### src/rtl/dlx_alu_pkg.sv
// rtl/dlx_alu_pkg.sv - shared DLX ALU constants and types
package dlx_alu_pkg;

  localparam int WIDTH = 32;

  typedef enum logic [1:0] {
    IDLE,
    CALC,
    FIX,
    DONE
  } div_state_t;

  localparam logic [WIDTH-1:0] DIV_ZERO_QUOT = '1;

endpackage

### src/rtl/div32_seq_if.sv
// rtl/div32_seq_if.sv - start/busy/done handshake between pipeline control and divider
interface div32_seq_if;
  import dlx_alu_pkg::*;

  logic             start;
  logic             is_signed;
  logic [WIDTH-1:0] A;
  logic [WIDTH-1:0] B;
  logic             busy;
  logic             done;
  logic [WIDTH-1:0] quot;
  logic [WIDTH-1:0] rem;
  logic             div_by_zero;

  modport master (
    output start, is_signed, A, B,
    input  busy, done, quot, rem, div_by_zero
  );

  modport slave (
    input  start, is_signed, A, B,
    output busy, done, quot, rem, div_by_zero
  );

endinterface

### src/rtl/div32_step.sv
// rtl/div32_step.sv - one combinational restoring radix-2 division step
module div32_step
  import dlx_alu_pkg::*;
(
  input  logic [WIDTH-1:0] r_i,
  input  logic [WIDTH-1:0] q_i,
  input  logic [WIDTH-1:0] d_i,
  output logic [WIDTH-1:0] r_o,
  output logic [WIDTH-1:0] q_o,
  output logic             qbit_o
);

  logic [WIDTH:0] shifted;
  logic [WIDTH:0] trial;

  // R < D on entry, so the 33-bit difference is negative exactly when its top bit is set
  assign shifted = {r_i, q_i[WIDTH-1]};
  assign trial   = shifted - {1'b0, d_i};
  assign qbit_o  = ~trial[WIDTH];
  assign r_o     = qbit_o ? trial[WIDTH-1:0] : shifted[WIDTH-1:0];
  assign q_o     = {q_i[WIDTH-2:0], qbit_o};

endmodule

### src/rtl/div32_seq.sv
// rtl/div32_seq.sv - multi-cycle signed/unsigned 32-bit restoring divider for DIV/DIVU
module div32_seq
  import dlx_alu_pkg::*;
(
  input  logic       clk,
  input  logic       reset,
  div32_seq_if.slave bus
);

  div_state_t       state_q;
  logic [WIDTH-1:0] r_q;
  logic [WIDTH-1:0] q_q;
  logic [WIDTH-1:0] d_q;
  logic [4:0]       cnt_q;
  logic             neg_q_q;
  logic             neg_r_q;
  logic             busy_q;
  logic             done_q;
  logic             dbz_q;
  logic [WIDTH-1:0] quot_q;
  logic [WIDTH-1:0] rem_q;

  logic [WIDTH-1:0] r_d;
  logic [WIDTH-1:0] q_d;
  logic             step_qbit_unused;
  logic [WIDTH-1:0] a_mag;
  logic [WIDTH-1:0] b_mag;

  // 0x80000000 negates to itself and is then treated as an unsigned magnitude
  assign a_mag = (bus.is_signed && bus.A[WIDTH-1]) ? -bus.A : bus.A;
  assign b_mag = (bus.is_signed && bus.B[WIDTH-1]) ? -bus.B : bus.B;

  // qbit is only needed once the step is unrolled; radix-2 takes it through q_o
  div32_step u_step (
    .r_i    (r_q),
    .q_i    (q_q),
    .d_i    (d_q),
    .r_o    (r_d),
    .q_o    (q_d),
    .qbit_o (step_qbit_unused)
  );

  always_ff @(posedge clk) begin
    if (reset) begin
      state_q <= IDLE;
      r_q     <= '0;
      q_q     <= '0;
      d_q     <= '0;
      cnt_q   <= '0;
      neg_q_q <= 1'b0;
      neg_r_q <= 1'b0;
      busy_q  <= 1'b0;
      done_q  <= 1'b0;
      dbz_q   <= 1'b0;
      quot_q  <= '0;
      rem_q   <= '0;
    end else begin
      done_q <= 1'b0;
      unique case (state_q)
        IDLE: begin
          if (bus.start) begin
            r_q     <= '0;
            q_q     <= a_mag;
            d_q     <= b_mag;
            cnt_q   <= '0;
            neg_q_q <= bus.is_signed & (bus.A[WIDTH-1] ^ bus.B[WIDTH-1]);
            neg_r_q <= bus.is_signed & bus.A[WIDTH-1];
            if (bus.B == '0) begin
              state_q <= DONE;
              done_q  <= 1'b1;
              quot_q  <= DIV_ZERO_QUOT;
              rem_q   <= bus.A;
              dbz_q   <= 1'b1;
            end else begin
              state_q <= CALC;
              busy_q  <= 1'b1;
            end
          end
        end
        CALC: begin
          r_q   <= r_d;
          q_q   <= q_d;
          cnt_q <= cnt_q + 5'd1;
          if (cnt_q == 5'd31) begin
            state_q <= FIX;
          end
        end
        FIX: begin
          quot_q  <= neg_q_q ? -q_q : q_q;
          rem_q   <= neg_r_q ? -r_q : r_q;
          dbz_q   <= 1'b0;
          busy_q  <= 1'b0;
          done_q  <= 1'b1;
          state_q <= DONE;
        end
        DONE: begin
          state_q <= IDLE;
        end
      endcase
    end
  end

  assign bus.busy        = busy_q;
  assign bus.done        = done_q;
  assign bus.quot        = quot_q;
  assign bus.rem         = rem_q;
  assign bus.div_by_zero = dbz_q;

endmodule

### src/flat_wrapper.sv
// flat-port wrapper written by rule: the top's interface ports become plain ports
module div32_seq_flat import dlx_alu_pkg::*;
  (clk, reset, bus_start, bus_is_signed, bus_A, bus_B, bus_busy, bus_done, bus_quot, bus_rem, bus_div_by_zero);
  div32_seq_if bus_i ();
  input  logic clk;
  input  logic reset;
  input wire logic [$bits(bus_i.start)-1:0] bus_start;
  input wire logic [$bits(bus_i.is_signed)-1:0] bus_is_signed;
  input wire logic [$bits(bus_i.A)-1:0] bus_A;
  input wire logic [$bits(bus_i.B)-1:0] bus_B;
  output wire logic [$bits(bus_i.busy)-1:0] bus_busy;
  output wire logic [$bits(bus_i.done)-1:0] bus_done;
  output wire logic [$bits(bus_i.quot)-1:0] bus_quot;
  output wire logic [$bits(bus_i.rem)-1:0] bus_rem;
  output wire logic [$bits(bus_i.div_by_zero)-1:0] bus_div_by_zero;
  assign bus_i.start = bus_start;
  assign bus_i.is_signed = bus_is_signed;
  assign bus_i.A = bus_A;
  assign bus_i.B = bus_B;
  assign bus_busy = bus_i.busy;
  assign bus_done = bus_i.done;
  assign bus_quot = bus_i.quot;
  assign bus_rem = bus_i.rem;
  assign bus_div_by_zero = bus_i.div_by_zero;
  div32_seq u_core (.clk(clk), .reset(reset), .bus(bus_i));
endmodule
### config.mk
export PLATFORM = sky130hd
export DESIGN_NAME = div32_seq_flat
export DESIGN_NICKNAME = d
export VERILOG_FILES = /design/src/rtl/dlx_alu_pkg.sv /design/src/rtl/div32_seq_if.sv /design/src/rtl/div32_step.sv /design/src/rtl/div32_seq.sv /design/src/flat_wrapper.sv
export SDC_FILE = /design/constraint.sdc
export NUM_CORES = 1
export LEC_CHECK = 0
export ABC_AREA = 0
export BUFFER_PORTS_ARGS = -buffer_cell sky130_fd_sc_hd__buf_2
export CAP_MARGIN = 30
export CORE_MARGIN = 2
export CORE_UTILIZATION = 50
export CTS_CLUSTER_DIAMETER = 100
export CTS_CLUSTER_SIZE = 24
export DETAILED_ROUTE_END_ITERATION = 10
export PLACE_DENSITY = 0.73
export SYNTH_ARGS = -nofsm -noshare
export SYNTH_HDL_FRONTEND = slang
export SYNTH_SLANG_ARGS = --single-unit
### constraint.sdc
create_clock -name clk -period 3.2 [get_ports clk]
set_clock_uncertainty 0.1 [all_clocks]
set_input_delay 0.48 -clock clk [delete_from_list [all_inputs] [get_ports clk]]
set_output_delay 0.48 -clock clk [all_outputs]
set_load 0.02 [all_outputs]
==> results_dict.tcl <==
set metrics [dict create \
    dp_hpwl_mm 22.1 \
    synth_compound_area_share_pct 26.0 \
    yosys.area_share.adder_pct 4.80 \
    worst_slew_margin_rel_pct 46.4 \
    worstPathRequired_ns 3.37 \
    synth_edf_count 0 \
    worst_slack_ns 0.102 \
    io_pins 135 \
    yosys.area_share.simple_pct 18.7 \
    cts_tree "done" \
    fillers 2026 \
    instances_no_fill 1818 \
    worst_skew_pair.late_latency_ns 0.44 \
    h-tree-depth 4 \
    ant_nets 0 \
    drv_cap 0 \
    slew_violations 0 \
    final_area_um2 13000 \
    yosys.area.top_type_share_pct 31.0 \
    max_freq_mhz 323 \
    grt_use_total_pct 25.0 \
    ys_seq_elements 172 \
    die_w_um 153 \
    gr-total-overflow 0 \
    dp.cells 1780 \
    initialDrtViolationCount 1099 \
    worst_pin_slew_ns 0.803 \
    async_reset_ff_share_pct 0 \
    synth_cell_types 67 \
    avgRoutedWirePerCell_um 16.5 \
    ys_seq_area_share_pct 31.0 \
    peakVddDrop_v 0.000344 \
    power_density_nw_per_um2 662 \
    drc 0 \
    synth_top_family_by_area "compound AO/OA/AOI/OAI gates" \
    grt_pass1_wl_mm 49.0 \
    synth_area_um2 11100 \
    leakagePower_uw 0.00518 \
    yosysTopAreaCell "dfxtp_1" \
    clock-sinks 172 \
    nets 1634 \
    port-buffer-count 134 \
    totalWireLength_mm 30.0 \
    finalCritPeriodShare_pct 96.8 \
    via_per_inst 5.85 \
    dr.pass1.iters 8 \
    first_global_vias 9831 \
    synthTopCellsByArea "dfxtp_1 (31%), xor2_1 (7.8%), nor2_1 (6.4%)" \
    finalSetupViolCount 0 \
    grt_max_degree 72 \
    period_needed_ns 3.10 \
    core-area_um2 21800 \
    hold_viol_final 0 \
    holdCritPathClass "input port to flop" \
    initial_core_util_pct 50.8 \
    die-area_um2 23400 \
    area_growth_pct 16.7 \
    crit_type "flop to flop" \
    postPlaceCellArea_um2 12200 \
    gp_congestion 0.938 \
    cts_buffer_depth 2 \
    synthMuxAreaShare_pct 2.44 \
    outcome "finished, final reports clean" \
    cp_max_fo 7 \
    arrival_ns 3.27 \
    numCtsBuffers 17 \
    synth_ff_type "dfxtp_1" \
    cp-start-kind "flop" \
    placementRows 54 \
    netlist_instances 1404 \
    place_ws_ns -0.0607 \
    vias 10639 \
    end_kind "flop" \
    synth_warnings 0 \
    grt_antenna_before_repair 1 \
    r2r_setup_slack_ns 0.10 \
    dieHeight_um 153 \
    layout-drive-gt1-share_pct 16.5 \
    syn_nets 1514 \
    cts_root_buf "clkbuf_16" \
    synthXorXnorAreaFrac_pct 11.4 \
    clk_pin_slew_worst_paths_ns 0.07 \
    syn_avg_cell_area_um2 7.90 \
]
## worst max-delay path, stage by stage (launching register included)
cell and delay, ns:
dfxtp_1 0.31, inv_1 0.05, ha_1 0.21, fa_1 0.38
nand2b_1 0.19, a21oi_2 0.17, o211ai_1 0.13, and3_4 0.19
or3_1 0.40, a31oi_4 0.20, buf_12 0.15, clkbuf_16 0.16
mux2i_1 0.19, o21ai_0 0.12
## stage by stage
| step | util (%) | TNS (ns) | total power (uW) | hold WS, ns |
|---|---|---|---|---|
| after CTS | 58.8 | 0 | 8530 | 0.241 |
| final | 59.4 | 0 | 8570 | 0.244 |
| after global routing | 59.4 | -0.0363 | 9140 | 0.272 |
| after detailed placement | 56.0 | -0.0607 | 6340 | 0.341 |
| after floorplan | - | 0 | 5430 | 0.332 |
| after global placement | 56.0 | -0.0352 | 6290 | 0.340 |
## per-layer routing
| metal | part of all wire (%) | global-route usage, % | up-vias | wire length, um |
|---|---|---|---|---|
| li1 | - | - | 5372 | - |
| met1 | 47 | 34.9 | 4863 | 14000 |
| met2 | 45 | 40.3 | 359 | 13600 |
| met3 | 6.0 | 3.43 | 45 | 1810 |
| met4 | 2.0 | 7.72 | 0 | 605 |
| met5 | 0 | 0 | - | 0 |
## flip-flops by register name (all words and copies together) (netlist names), 2 cells and up
signal / cells
u_core.q_q: 32
u_core.state_q: 2
u_core.bus.quot: 32
u_core.r_q: 32
u_core.d_q: 32
u_core.cnt_q: 5
u_core.bus.rem: 32
## power by group
group / leakage, uW / switching [uW] / internal, uW / total (uW)
registers: 0.00140 / 290 / 2500 / 2790
logic: 0.00349 / 2240 / 1350 / 3590
clock network: 0.000289 / 946 / 1240 / 2190
total: 0.00518 / 3480 / 5090 / 8570
## path summary, 6_finish.rpt
| kind | startpoint | to | depth (start not counted) |
|---|---|---|---|
| max | u_core.q_q[31] | u_core.r_q[23] | 13 |
| min | bus_A[0] | u_core.q_q[0] | 3 |
| max reg2reg | u_core.q_q[31] | u_core.r_q[23] | 13 |
| min reg2reg | u_core.bus.rem[6] | u_core.bus.rem[6] | 2 |
## Yosys cell counts, drive strengths merged (8+ instances only)
library cell,count
nor2,188
dfxtp,172
nand2,118
xor2,99
a21oi,96
o21ai,85
clkbuf,78
a211oi,54
inv,53
xnor2,45
ha,41
a311oi,37
a222oi,30
o31ai,28
mux2i,27
o211ai,21
or3,19
nor4,18
o41ai,18
buf,17
nor3,17
nand2b,16
or4,13
nand4,12
nand3,11
a31oi,9
or2,8
## kinds of logic after synthesis
family          count (synthesis)
xor+xnor                      144
buf+inv                       149
compound gates                420
simple gates                  450
fa+ha+maj                      42
mux                            27
flops                         172
## placed cells by master, fill, tap and decap left out, drive strengths merged, types with 4 or more instances in the layout
cell | synthesis | final
o21bai | 4 | 4
or3 | 19 | 19
a21oi | 96 | 96
nor4 | 18 | 18
or2 | 8 | 8
o41ai | 18 | 18
o21ai | 85 | 85
a31oi | 9 | 9
xnor2 | 45 | 45
or4 | 13 | 13
nand4 | 12 | 12
o211ai | 21 | 21
ha | 41 | 41
nand3 | 11 | 11
xor2 | 99 | 99
o31ai | 28 | 28
nor3 | 17 | 17
a211oi | 54 | 54
a222oi | 30 | 30
clkbuf | 78 | 20
nand2 | 118 | 118
mux2i | 27 | 27
o21a | 6 | 6
buf | 17 | 195
nand2b | 16 | 16
nor2b | 7 | 7
and3 | 5 | 5
inv | 53 | 58
a21o | 6 | 6
a311oi | 37 | 37
a2bb2oi | 7 | 7
and2 | 6 | 6
nor2 | 188 | 188
dfxtp | 172 | 172
## cell type report
type	instances	area (um^2)	area share, %
multi-input cells	1083	7100	54.8
diodes	1	2.50	0.0193
inverters	53	199	1.54
clock buffers	18	429	3.31
repair buffers	197	1250	9.62
flip-flops and latches	172	3440	26.6
clock inverters	14	183	1.41
well taps	280	350	2.70
## what timing repair did
action                     4_1_cts  5_1_grt
setup endpoints to repair        0       29
setup buffers                    0        1
hold endpoints to repair         0        0
gates resized for setup          0        5
hold buffers                     0        0
(Power assumes the default switching activity.)
